--- src/rtl/ysyx_22050019_mem_arbiter_if.sv ---
// Bus bundle between the IF/LS requesters, the memory arbiter and the data-memory port.
// Latency: none (wires only).
// Backpressure: valid/ready on both request legs; responses are unthrottled one-cycle pulses.
interface ysyx_22050019_mem_arbiter_if #(
    parameter int AW = 64,
    parameter int DW = 64
);
    // Instruction fetch requester (read-only)
    logic              if_req_valid;
    logic              if_req_ready;
    logic [AW-1:0]     if_addr;
    logic              if_rsp_valid;
    logic [DW-1:0]     if_rdata;

    // Load/store requester
    logic              ls_req_valid;
    logic              ls_req_ready;
    logic              ls_we;
    logic [AW-1:0]     ls_addr;
    logic [DW-1:0]     ls_wdata;
    logic [DW/8-1:0]   ls_wmask;
    logic              ls_rsp_valid;
    logic [DW-1:0]     ls_rdata;

    // Downstream memory port
    logic              mem_req_valid;
    logic              mem_req_ready;
    logic              mem_we;
    logic [AW-1:0]     mem_addr;
    logic [DW-1:0]     mem_wdata;
    logic [DW/8-1:0]   mem_wmask;
    logic              mem_rsp_valid;
    logic [DW-1:0]     mem_rdata;

    // Arbiter side
    modport slave (
        input  if_req_valid, if_addr,
        output if_req_ready, if_rsp_valid, if_rdata,
        input  ls_req_valid, ls_we, ls_addr, ls_wdata, ls_wmask,
        output ls_req_ready, ls_rsp_valid, ls_rdata,
        output mem_req_valid, mem_we, mem_addr, mem_wdata, mem_wmask,
        input  mem_req_ready, mem_rsp_valid, mem_rdata
    );

    // Environment side: requesters plus the memory they reach through the arbiter
    modport master (
        output if_req_valid, if_addr,
        input  if_req_ready, if_rsp_valid, if_rdata,
        output ls_req_valid, ls_we, ls_addr, ls_wdata, ls_wmask,
        input  ls_req_ready, ls_rsp_valid, ls_rdata,
        input  mem_req_valid, mem_we, mem_addr, mem_wdata, mem_wmask,
        output mem_req_ready, mem_rsp_valid, mem_rdata
    );
endinterface

--- src/rtl/ysyx_22050019_mem_arbiter.sv ---
// Shares one data-memory port between IF (read) and LS (read/write), one transaction in flight.
// Latency: accept edge -> REQ -> WAIT -> response edge, rsp_valid one cycle after mem_rsp_valid.
// Backpressure: requesters see ready=0 while busy; REQ holds mem_req_valid and fields until mem_req_ready.
module ysyx_22050019_mem_arbiter #(
    parameter int AW            = 64,
    parameter int DW            = 64,
    parameter int MAX_LS_STREAK = 4
) (
    input  logic                          clk,
    input  logic                          rst_n,
    ysyx_22050019_mem_arbiter_if.slave    bus,
    output logic                          busy,
    output logic                          owner_ls
);
    localparam int SW = $clog2(MAX_LS_STREAK + 1);

    typedef enum logic [1:0] {
        IDLE = 2'd0,
        REQ  = 2'd1,
        WAIT = 2'd2
    } state_t;

    state_t            state;
    logic [SW-1:0]     streak;
    logic              req_we;
    logic [AW-1:0]     req_addr;
    logic [DW-1:0]     req_wdata;
    logic [DW/8-1:0]   req_wmask;
    logic              if_rsp_q;
    logic              ls_rsp_q;
    logic [DW-1:0]     if_rdata_q;
    logic [DW-1:0]     ls_rdata_q;

    logic              streak_full;
    logic              grant_ls;
    logic              grant_if;

    // LS wins by default; IF takes the port once it has watched MAX_LS_STREAK LS grants go by.
    always_comb begin
        streak_full = (streak == SW'(MAX_LS_STREAK));
        grant_ls    = (state == IDLE) && bus.ls_req_valid && !(bus.if_req_valid && streak_full);
        grant_if    = (state == IDLE) && bus.if_req_valid && !grant_ls;
    end

    assign bus.if_req_ready  = grant_if;
    assign bus.ls_req_ready  = grant_ls;
    assign bus.mem_req_valid = (state == REQ);
    assign bus.mem_we        = req_we;
    assign bus.mem_addr      = req_addr;
    assign bus.mem_wdata     = req_wdata;
    assign bus.mem_wmask     = req_wmask;
    assign bus.if_rsp_valid  = if_rsp_q;
    assign bus.if_rdata      = if_rdata_q;
    assign bus.ls_rsp_valid  = ls_rsp_q;
    assign bus.ls_rdata      = ls_rdata_q;
    assign busy              = (state != IDLE);

    // Transaction FSM: latch the winner, hold the downstream request, route the response back.
    always_ff @(posedge clk or negedge rst_n) begin
        if (!rst_n) begin
            state      <= IDLE;
            streak     <= '0;
            owner_ls   <= 1'b0;
            req_we     <= 1'b0;
            req_addr   <= '0;
            req_wdata  <= '0;
            req_wmask  <= '0;
            if_rsp_q   <= 1'b0;
            ls_rsp_q   <= 1'b0;
            if_rdata_q <= '0;
            ls_rdata_q <= '0;
        end else begin
            if_rsp_q <= 1'b0;
            ls_rsp_q <= 1'b0;
            case (state)
                IDLE: begin
                    if (grant_ls) begin
                        req_we    <= bus.ls_we;
                        req_addr  <= bus.ls_addr;
                        req_wdata <= bus.ls_wdata;
                        req_wmask <= bus.ls_wmask;
                        owner_ls  <= 1'b1;
                        state     <= REQ;
                        // Only grants that make IF wait count towards its starvation cap.
                        if (bus.if_req_valid && !streak_full) begin
                            streak <= streak + SW'(1);
                        end
                    end else if (grant_if) begin
                        req_we    <= 1'b0;
                        req_addr  <= bus.if_addr;
                        req_wdata <= '0;
                        req_wmask <= '0;
                        owner_ls  <= 1'b0;
                        streak    <= '0;
                        state     <= REQ;
                    end
                end
                REQ: begin
                    if (bus.mem_req_ready) begin
                        state <= WAIT;
                    end
                end
                WAIT: begin
                    if (bus.mem_rsp_valid) begin
                        if (owner_ls) begin
                            ls_rdata_q <= bus.mem_rdata;
                            ls_rsp_q   <= 1'b1;
                        end else begin
                            if_rdata_q <= bus.mem_rdata;
                            if_rsp_q   <= 1'b1;
                        end
                        state <= IDLE;
                    end
                end
                default: state <= IDLE;
            endcase
        end
    end
endmodule

--- src/flat_wrapper.sv ---
// flat-port wrapper written by rule: the top's interface ports become plain ports
module ysyx_22050019_mem_arbiter_flat 
#(
    parameter int AW            = 64,
    parameter int DW            = 64,
    parameter int MAX_LS_STREAK = 4
)
  (clk, rst_n, busy, owner_ls, bus_if_req_valid, bus_if_addr, bus_if_req_ready, bus_if_rsp_valid, bus_if_rdata, bus_ls_req_valid, bus_ls_we, bus_ls_addr, bus_ls_wdata, bus_ls_wmask, bus_ls_req_ready, bus_ls_rsp_valid, bus_ls_rdata, bus_mem_req_valid, bus_mem_we, bus_mem_addr, bus_mem_wdata, bus_mem_wmask, bus_mem_req_ready, bus_mem_rsp_valid, bus_mem_rdata);
  ysyx_22050019_mem_arbiter_if #(.AW(AW), .DW(DW)) bus_i ();
  input  logic clk;
  input  logic rst_n;
  output logic busy;
  output logic owner_ls;
  input wire logic [$bits(bus_i.if_req_valid)-1:0] bus_if_req_valid;
  input wire logic [$bits(bus_i.if_addr)-1:0] bus_if_addr;
  output wire logic [$bits(bus_i.if_req_ready)-1:0] bus_if_req_ready;
  output wire logic [$bits(bus_i.if_rsp_valid)-1:0] bus_if_rsp_valid;
  output wire logic [$bits(bus_i.if_rdata)-1:0] bus_if_rdata;
  input wire logic [$bits(bus_i.ls_req_valid)-1:0] bus_ls_req_valid;
  input wire logic [$bits(bus_i.ls_we)-1:0] bus_ls_we;
  input wire logic [$bits(bus_i.ls_addr)-1:0] bus_ls_addr;
  input wire logic [$bits(bus_i.ls_wdata)-1:0] bus_ls_wdata;
  input wire logic [$bits(bus_i.ls_wmask)-1:0] bus_ls_wmask;
  output wire logic [$bits(bus_i.ls_req_ready)-1:0] bus_ls_req_ready;
  output wire logic [$bits(bus_i.ls_rsp_valid)-1:0] bus_ls_rsp_valid;
  output wire logic [$bits(bus_i.ls_rdata)-1:0] bus_ls_rdata;
  output wire logic [$bits(bus_i.mem_req_valid)-1:0] bus_mem_req_valid;
  output wire logic [$bits(bus_i.mem_we)-1:0] bus_mem_we;
  output wire logic [$bits(bus_i.mem_addr)-1:0] bus_mem_addr;
  output wire logic [$bits(bus_i.mem_wdata)-1:0] bus_mem_wdata;
  output wire logic [$bits(bus_i.mem_wmask)-1:0] bus_mem_wmask;
  input wire logic [$bits(bus_i.mem_req_ready)-1:0] bus_mem_req_ready;
  input wire logic [$bits(bus_i.mem_rsp_valid)-1:0] bus_mem_rsp_valid;
  input wire logic [$bits(bus_i.mem_rdata)-1:0] bus_mem_rdata;
  assign bus_i.if_req_valid = bus_if_req_valid;
  assign bus_i.if_addr = bus_if_addr;
  assign bus_if_req_ready = bus_i.if_req_ready;
  assign bus_if_rsp_valid = bus_i.if_rsp_valid;
  assign bus_if_rdata = bus_i.if_rdata;
  assign bus_i.ls_req_valid = bus_ls_req_valid;
  assign bus_i.ls_we = bus_ls_we;
  assign bus_i.ls_addr = bus_ls_addr;
  assign bus_i.ls_wdata = bus_ls_wdata;
  assign bus_i.ls_wmask = bus_ls_wmask;
  assign bus_ls_req_ready = bus_i.ls_req_ready;
  assign bus_ls_rsp_valid = bus_i.ls_rsp_valid;
  assign bus_ls_rdata = bus_i.ls_rdata;
  assign bus_mem_req_valid = bus_i.mem_req_valid;
  assign bus_mem_we = bus_i.mem_we;
  assign bus_mem_addr = bus_i.mem_addr;
  assign bus_mem_wdata = bus_i.mem_wdata;
  assign bus_mem_wmask = bus_i.mem_wmask;
  assign bus_i.mem_req_ready = bus_mem_req_ready;
  assign bus_i.mem_rsp_valid = bus_mem_rsp_valid;
  assign bus_i.mem_rdata = bus_mem_rdata;
  ysyx_22050019_mem_arbiter #(.AW(AW), .DW(DW), .MAX_LS_STREAK(MAX_LS_STREAK)) u_core (.clk(clk), .rst_n(rst_n), .bus(bus_i), .busy(busy), .owner_ls(owner_ls));
endmodule
--- config.mk ---
export PLATFORM = sky130hd
export DESIGN_NAME = ysyx_22050019_mem_arbiter_flat
export DESIGN_NICKNAME = d
export VERILOG_FILES = /design/src/rtl/ysyx_22050019_mem_arbiter_if.sv /design/src/rtl/ysyx_22050019_mem_arbiter.sv /design/src/flat_wrapper.sv
export SDC_FILE = /design/constraint.sdc
export NUM_CORES = 1
export LEC_CHECK = 0
export ABC_AREA = 1
export ABC_CLOCK_PERIOD_IN_PS = 3800
export BUFFER_PORTS_ARGS = -buffer_cell sky130_fd_sc_hd__buf_4
export CAP_MARGIN = 20
export CORE_AREA = 2 2 208 210
export CTS_BUF_LIST = sky130_fd_sc_hd__clkbuf_8
export CTS_CLUSTER_SIZE = 25
export DETAILED_ROUTE_END_ITERATION = 8
export DIE_AREA = 0 0 210 212
export HOLD_SLACK_MARGIN = 0.06
export PLACE_DENSITY_LB_ADDON = 0.15
export SKIP_CTS_REPAIR_TIMING = 1
export SYNTH_ARGS = -nofsm -noshare
export SYNTH_HDL_FRONTEND = slang
export SYNTH_SLANG_ARGS = --single-unit
--- constraint.sdc ---
create_clock -name clk -period 3.8 [get_ports clk]
set_input_delay 0.38 -clock clk [delete_from_list [all_inputs] [get_ports clk]]
set_output_delay 0.38 -clock clk [all_outputs]
set_load 0.02 [all_outputs]
[Yosys cells after proc, flatten, opt, wreduce, memory -nomap -nowiden]
Index checks and enable logic that the tools add are counted.
Storage, ports and cells
  register bits after elaboration: 273
  bits of input ports: 271
  output and inout port bits: 272
Cells by class
  add/subtract/negate cells: 1
  equality and inequality tests: 7
  muxes and demuxes: 23
  bitwise logic cells: 1
  reduce and logical (&&, ||, !) cells: 17
Operators by type and width (number)
  $mux 64: 4
  $mux 8: 2
  $reduce_and 3->1: 4
  $mux 1: 9
  $mux 3: 3
  $mux 2: 4
  $logic_and 1x1->1: 6
  $pmux 2 s3: 1
  $ne 2x1->1 const B: 2
  $reduce_bool 2->1: 2
  $add 3x1->3 const B: 1
  $eq 3x3->1 const B: 1
  $logic_not 1->1: 3
  $ne 3x3->1 const B: 1
  $eq 2x1->1 const B: 1
  $eq 2x2->1 const B: 1
  $logic_not 2->1: 1
  $ne 2x2->1 const B: 1
  $reduce_and 2->1: 1
  $not 1->1: 1

[Depth between registers and ports, before layout]
Gate-level depths: netlist of the first run.
  depth in word-level cells: 9
  depth in mapped cells: 9
  mapped depth without buffers: 7

[Least setup slack after synthesis of the first run]
No wires, ideal clock.
  path kind: reg2out
  start: register u_core.streak[0]
  end: output port bus_if_req_ready
  data arrival time: 1374 ps
  data required time: 3420 ps
  setup slack: 2046 ps
  cell stages (with the launch flop): 9
  buffers on the path: 2
  cell sequence: dfrtp_1 -> inv_1 -> ha_1 -> nand3_1 -> nand3_4 -> buf_2 -> buf_2 -> nand2_1 -> inv_1
Between the ends
  longest elaborated chain between the ends: 6
RTL lines
  start, declared: line ysyx_22050019_mem_arbiter.sv:24  | logic [SW-1:0] streak;
  start signal, assigned: line ysyx_22050019_mem_arbiter.sv:86  | streak <= streak + SW'(1);
  $eq 3x3->1: line ysyx_22050019_mem_arbiter.sv:40  | streak_full = (streak == SW'(MAX_LS_STREAK));
  $logic_and 1x1->1: line ysyx_22050019_mem_arbiter.sv:41  | grant_ls = (state == IDLE) && bus.ls_req_valid && !(bus.if_req_valid && streak_full);
  $logic_not 1->1: line ysyx_22050019_mem_arbiter.sv:41
  $logic_and 1x1->1: line ysyx_22050019_mem_arbiter.sv:41
  $logic_not 1->1: line ysyx_22050019_mem_arbiter.sv:42  | grant_if = (state == IDLE) && bus.if_req_valid && !grant_ls;
  $logic_and 1x1->1: line ysyx_22050019_mem_arbiter.sv:42
  end, declared: line flat_wrapper.sv:16  | output wire logic [$bits(bus_i.if_req_ready)-1:0] bus_if_req_ready;
Every way passes these cells.

[Worst setup path in the final report of the first run]
  start: register u_core.state[0]
  end: output port bus_if_req_ready
Between the ends
  longest elaborated chain between the ends: 5
  elaborated cells between the ends (all ways): 6
  those cells by class: 6 x reduce/logical
RTL lines
  start, declared: line ysyx_22050019_mem_arbiter.sv:23  | state_t state;
  start signal, assigned: line ysyx_22050019_mem_arbiter.sv:61  | state <= IDLE;
  start signal, assigned: line ysyx_22050019_mem_arbiter.sv:83  | state <= REQ;
  start signal, assigned: line ysyx_22050019_mem_arbiter.sv:95  | state <= REQ;
  $logic_not 2->1 *: line ysyx_22050019_mem_arbiter.sv:41, ysyx_22050019_mem_arbiter.sv:42
  $logic_and 1x1->1 (2 in series): line ysyx_22050019_mem_arbiter.sv:41
  $logic_not 1->1: line ysyx_22050019_mem_arbiter.sv:42
  $logic_and 1x1->1 *: line ysyx_22050019_mem_arbiter.sv:42
Every way passes the cells marked *; elsewhere a longest branch is shown, timed or not.

==> results of run 1 <==
==> routing by layer <==
layer | vias to the layer above | part of all wire
li1 | 5712 | -
met1 | 5505 | 0.42
met2 | 458 | 0.46
met3 | 80 | 0.086
met4 | 2 | 0.033
met5 | - | 0.00025
==> cells in the final DEF (no fill, tap or decap), types with 2 or more instances in the layout <==
| cell type | Yosys | final |
|---|---|---|
| clkinv_2 | 0 | 7 |
| bufinv_16 | 0 | 2 |
| o21ai_1 | 79 | 79 |
| nand3_4 | 1 | 3 |
| inv_1 | 206 | 221 |
| dfrtp_1 | 273 | 273 |
| dlygate4sd3_1 | 0 | 130 |
| nand2_1 | 407 | 407 |
| buf_12 | 0 | 3 |
| buf_4 | 4 | 556 |
| o21ai_0 | 52 | 52 |
| clkbuf_8 | 0 | 62 |
| ha_1 | 2 | 2 |
| nand4_1 | 66 | 66 |
| nand3_1 | 205 | 204 |
==> power by group through the flow <==
| stage | logic [mW] | clock network (mW) | registers, mW |
|---|---|---|---|
| floorplan | 2.39 | 0 | 6.78 |
| global placement | 7.45 | 0 | 5.16 |
| detailed placement | 7.51 | 0 | 5.19 |
| CTS | 7.51 | 2.99 | 5.17 |
| global route | 8.20 | 3.10 | 5.35 |
| finish | 7.52 | 2.86 | 5.17 |
==> logic make-up (layout without fill, tap and decap cells) <==
kind of cell    after synthesis  in the layout  synth area share
compound gates              132            132            0.0559
xor+xnor                      1              1          0.000739
fa+ha+maj                     2              2           0.00211
buf+inv                     307            984             0.109
flops                       273            273             0.576
other cells                   0              1                 0
simple gates                686            686             0.256
==> how the worst max path moves through the flow <==
| stage | from | to | slack (ns) | cells after the start |
|---|---|---|---|---|
| after floorplan | u_core.streak[0] | bus_if_req_ready | 2.05 | 8 |
| after global placement | u_core.state[0] | u_core.bus.mem_addr[14] | 1.42 | 6 |
| after detailed placement | u_core.state[0] | u_core.bus.mem_addr[10] | 1.39 | 6 |
| after CTS | u_core.state[0] | bus_if_req_ready | 0.80 | 6 |
| after global routing | u_core.state[0] | bus_if_req_ready | 0.69 | 6 |
| final | u_core.state[0] | bus_if_req_ready | 0.78 | 6 |
==> worst max-delay path, stage by stage (launching register included) <==
cell	delay, ns
dfrtp_1	0.42
nor2_4	0.57
nand3_4	0.17
buf_12	0.28
nand2_1	0.19
inv_1	0.07
buf_4	0.15
==> per-stage QoR <==
step | total power, mW | util
after CTS | 15.7 | 0.407
after detailed placement | 12.7 | 0.383
after floorplan | 9.17 | -
after global routing | 16.7 | 0.438
final | 15.6 | 0.438
after global placement | 12.6 | 0.383
==> area by class of cell <==
| cell class | instances | area, sq um | area share |
|---|---|---|---|
| Antenna cell | 1 | 2.50 | 0.000134 |
| Clock buffer | 62 | 853 | 0.0458 |
| Clock inverter | 25 | 160 | 0.00860 |
| Inverter | 207 | 777 | 0.0417 |
| Multi-Input combinational cell | 821 | 3760 | 0.202 |
| Sequential cell | 273 | 6830 | 0.367 |
| Tap cell | 546 | 683 | 0.0367 |
| Timing Repair Buffer | 690 | 5550 | 0.298 |
==> registers in the layout (all words and copies together), names as in the netlist, 2 cells and up <==
signal and cells:
u_core.bus.if_rdata 64, u_core.bus.ls_rdata 64, u_core.bus.mem_addr 64, u_core.bus.mem_wdata 64, u_core.bus.mem_wmask 8, u_core.streak 3
u_core.state 2
==> summary.txt, run 1 <==
vias in the first global route: 11300
YS warnings: 0
DR iter-0 viols: 667
largest net degree at the start of global routing: 205
setup_tns: 0 ns
core area: 0.0425 sq mm
number of flops mapped to enable cells by yosys: 0
WL/cell: 16.6 microns
Root Driver: clkbuf_8
Mapped Nets: 1674
dpl cell area: 0.0163 sq mm
FF-to-FF End: u_core.bus.mem_addr[6]
CTS Buffer Depth: 3
Hold Startpoint: bus_mem_rdata[29]
CTS clk-pin slew, worst paths: 0.06 ns
Comb pwr share: 0.484
worst relative slew slack: 0.327
internal power: 8.87 mW
GP Congestion: 0.807
crit share post-route: 0.794
Synth cell types: 22
number of synthesized register bits: 273
run status: finished, final reports clean
Critical Path RT: 3.42 ns
Area Overhead vs Synth: 57.0%
critical-path maximum fanout: 204
clock latency on the worst-skew pair: 0.60 ns
Die Ht: 212 microns
first-pass GRT wire length: 64100 microns
clock power share: 0.184
CTS tree: yes
critical path class: register to output port
share of the synthesized area in the top cell type: 0.576
top_reg_cell synth: dfrtp_1
Placed Cells: 2407
Post-synth top cells: 407 x nand2_1, 273 x dfrtp_1, 206 x inv_1
Initial Util: 0.279
H-Tree Depth: 2
Setup violations, final: 0
final instance area: 0.0186 sq mm
Post-DP HPWL: 29600 microns
via density per instance: 4.48
Post-synth ARST share: 1.00
Power Dens Cells: 835 mW/mm^2
r2r startpoint: u_core.state[0]
post-route ant nets: 0
startpoint types: register
Nets: 2315
routing usage on met3: 0.0672
Crit. End Element: output port
R2R cell count: 6
sw frac: 0.429
Max Cap Violations: 0
worst-margin pin slew: 1.01 ns
RSZ-0062 raised after global routing: no
cell taking the most area after synthesis: dfrtp_1
drt pass-1 iters: 5
met2 GRT Util: 0.289
port buffer count: 542
grt peak-use layer: met2
VDD IR-drop max: 0.570 mV
NetSw: 6.68 mW
WHS: 0.0700 ns
Post-Syn Area per Cell: 8.47 sq um
Routed WL: 43500 microns
share of power burned in registers: 0.333
total congestion overflow: 0
io pins: 543
Hold Crit Class: primary input to register
Num CTS Buffers: 49
r2r setup slk: 1.41 ns
layout cell share with drive strength beyond 1: 0.308
Non-Filler Instances: 2625
Worst Path Arrival: 2.64 ns
DIE WIDTH: 210 microns
final slew viol count: 0
fmax: 0.331 GHz
most common cell in the netlist: nand2_1
gr usage total: 0.185
M1 GR Usage: 0.231
die area: 0.0445 sq mm
register area share after synthesis: 0.576
Fin. Hold Viols: 0
row count: 76
Lkg Pwr: 10.5 nW
vias: 11800
dpl ws: 1.39 ns
final setup margin: 0.782 ns
Hold EP: u_core.bus.ls_rdata[29]
Clock Skews: 0.0251 ns
fill cell total of the finished layout: 4298
drc violations: 0
Synth area leaders: dfrtp_1 58%, nand2_1 13%, nand3_1 8.7%
clk sinks: 273
mapped cell area: 0.0119 sq mm
initial antenna violation count: 2
post-synthesis instance total: 1401
final worst path period need: 3.02 ns
Worst Hold Depth: 3
Note: power is estimated with default switching activity, not from simulation.
==> inputs of run 2 (changes only) <==
ABC_CLOCK_PERIOD_IN_PS = 3140   (was 3800)
clock period = 3.14 ns   (was 3.8 ns; I/O delays follow)
==> summary.txt, run 2 (synthesis gave the netlist of run 1 again) <==
CTS clk-pin slew, worst paths: 0.06 ns (about the same)
routing usage on met3: 0.0744 (was 0.0672)
internal power: 11.3 mW (was 8.87 mW)
drt pass-1 iters: 5 (unchanged)
vias in the first global route: 11500 (was 11300)
grt peak-use layer: met2 (unchanged)
clock latency on the worst-skew pair: 0.61 ns (was 0.60 ns)
CTS tree: yes (unchanged)
share of power burned in registers: 0.319 (was 0.333)
Hold Startpoint: bus_if_addr[20] (was bus_mem_rdata[29])
worst relative slew slack: 0.412 (was 0.327)
clk sinks: 273 (unchanged)
Setup violations, final: 0 (unchanged)
die area: 0.0445 sq mm (unchanged)
Power Dens Cells: 984 mW/mm^2 (was 835 mW/mm^2)
most frequent cells in the layout: 552 x buf_4, 407 x nand2_1, 273 x dfrtp_1, 237 x dlygate4sd3_1, 220 x inv_1 (was 556 x buf_4, 407 x nand2_1, 273 x dfrtp_1, 221 x inv_1, 204 x nand3_1)
Setup crit start: u_core.streak[0] (was u_core.state[0])
layout cell share with drive strength beyond 1: 0.296 (was 0.308)
Lkg Pwr: 10.9 nW (was 10.5 nW)
fill cell total of the finished layout: 4182 (was 4298)
post-layout util: 0.468 (was 0.438)
first-pass GRT wire length: 65700 microns (was 64100 microns)
H-Tree Depth: 2 (unchanged)
Root Driver: clkbuf_8 (unchanged)
initial antenna violation count: 3 (was 2)
r2r startpoint: u_core.streak[0] (was u_core.state[0])
clock power share: 0.191 (was 0.184)
total design power: 19.6 mW (was 15.6 mW)
port buffer count: 542 (unchanged)
Num CTS Buffers: 49 (unchanged)
Routed WL: 44900 microns (was 43500 microns)
core area: 0.0425 sq mm (unchanged)
met2 GRT Util: 0.294 (was 0.289)
worst-margin pin slew: 0.882 ns (was 1.01 ns)
Die Ht: 212 microns (unchanged)
vias: 12200 (was 11800)
via density per instance: 4.47 (was 4.48)
RSZ-0062 raised after global routing: no (unchanged)
Initial Util: 0.279 (unchanged)
critical-path maximum fanout: 93 (was 204)
critical path class: register to output port (unchanged)
drc violations: 0 (unchanged)
startpoint types: register (unchanged)
total congestion overflow: 0 (unchanged)
Storage cell area: 0.00683 sq mm (unchanged)
VDD IR-drop max: 0.554 mV (was 0.570 mV)
largest net degree at the start of global routing: 109 (was 205)
fmax: 0.359 GHz
Max Cap Violations: 0 (unchanged)
Comb pwr share: 0.489 (was 0.484)
sw frac: 0.421 (was 0.429)
NetSw: 8.24 mW (was 6.68 mW)
Post-DP HPWL: 29700 microns (was 29600 microns)
final worst path period need: 2.78 ns
Fin. Hold Viols: 0 (unchanged)
post-route ant nets: 0 (unchanged)
DR iter-0 viols: 703 (was 667)
row count: 76 (unchanged)
DIE WIDTH: 210 microns (unchanged)
Worst Hold Depth: 5 (was 3)
most common cell after layout, fill and taps aside: buf_4 (unchanged)
Worst Path Arrival: 2.47 ns (was 2.64 ns)
crit share post-route: 0.887
M1 GR Usage: 0.234 (was 0.231)
Multi-input gate area: 0.00376 sq mm (unchanged)
Critical Path RT: 2.83 ns (was 3.42 ns)
R2R cell count: 9 (was 6)
setup_tns: 0 ns (unchanged)
run status: finished, final reports clean (unchanged)
gr usage total: 0.188 (was 0.185)
Nets: 2424 (was 2315)
GP Congestion: 0.777 (was 0.807)
Hold Crit Class: primary input to register (unchanged)
Crit. End Element: output port (unchanged)
Clock Skews: 0.0258 ns (was 0.0251 ns)
Area Overhead vs Synth: 67.5% (was 57.0%)
final slew viol count: 0 (unchanged)
io pins: 543 (unchanged)
CTS Buffer Depth: 3 (unchanged)
WL/cell: 16.4 microns (was 16.6 microns)
[run 2: cell count changes in the layout (fill, tap and decap cells not counted), moves of 2 or more]
cell,previous run,this run
diode_2,1,3
clkbuf_8,62,65
buf_12,3,8
dlygate4sd3_1,130,237
bufinv_16,2,4
buf_4,556,552
[run 2: worst paths after layout]
| check | slack [ns] | to |
|---|---|---|
| max in group asynchronous | 2.02 | u_core.bus.if_rdata[40] |
| max | 0.36 | bus_if_req_ready |
| min in group asynchronous | 0.30 | u_core.bus.if_rdata[10] |
| min reg2reg | 0.48 | u_core.bus.if_rdata[33] |
| min | 0.01 | u_core.bus.mem_addr[20] |
| max reg2reg | 0.54 | u_core.bus.mem_addr[34] |
[run 2: final cells by class]
type / count / area share
Sequential cell: 273 / 0.344
Timing Repair Buffer: 799 / 0.337
Multi-Input combinational cell: 821 / 0.189
Clock buffer: 65 / 0.0450
Inverter: 207 / 0.0391
Tap cell: 546 / 0.0344
Clock inverter: 26 / 0.0108
Antenna cell: 3 / 0.000378
[run 2: worst max-delay path: stages (launching register included)]
cell,delay (ns)
dfrtp_1,0.38
inv_1,0.10
ha_1,0.17
nand3_2,0.11
nand3_4,0.13
buf_6,0.54
nand2_1,0.12
inv_1,0.09
buf_4,0.14
[run 2: stage by stage]
step                area (sq um)  worst slack (ns)  hold slack (ns)  cells
finish                     19900             0.355           0.0132   2740
global route               19900             0.145           0.0614   2739
CTS                        17500            0.0613           -0.309   2500
detailed placement         16400             0.770            0.363   2409
global placement           16400             0.762            0.367   2409
floorplan                  11900              1.45           0.0184   1401
[run 2: power groups by stage]
| stage | Combinational (mW) | Clock [mW] | Sequential, mW |
|---|---|---|---|
| 5_1_grt | 10.4 | 4.04 | 6.44 |
| 3_3_place_gp | 9.10 | 0 | 6.22 |
| 2_1_floorplan | 2.89 | 0 | 8.21 |
| 3_5_place_dp | 9.14 | 0 | 6.26 |
| 4_1_cts | 9.14 | 3.89 | 6.24 |
| 6_report | 9.57 | 3.74 | 6.24 |
[run 2: per-layer routing]
layer	routed length [microns]	share of wire
met1	18700	0.42
met2	21000	0.47
met3	3780	0.084
met4	1480	0.033
met5	0	0
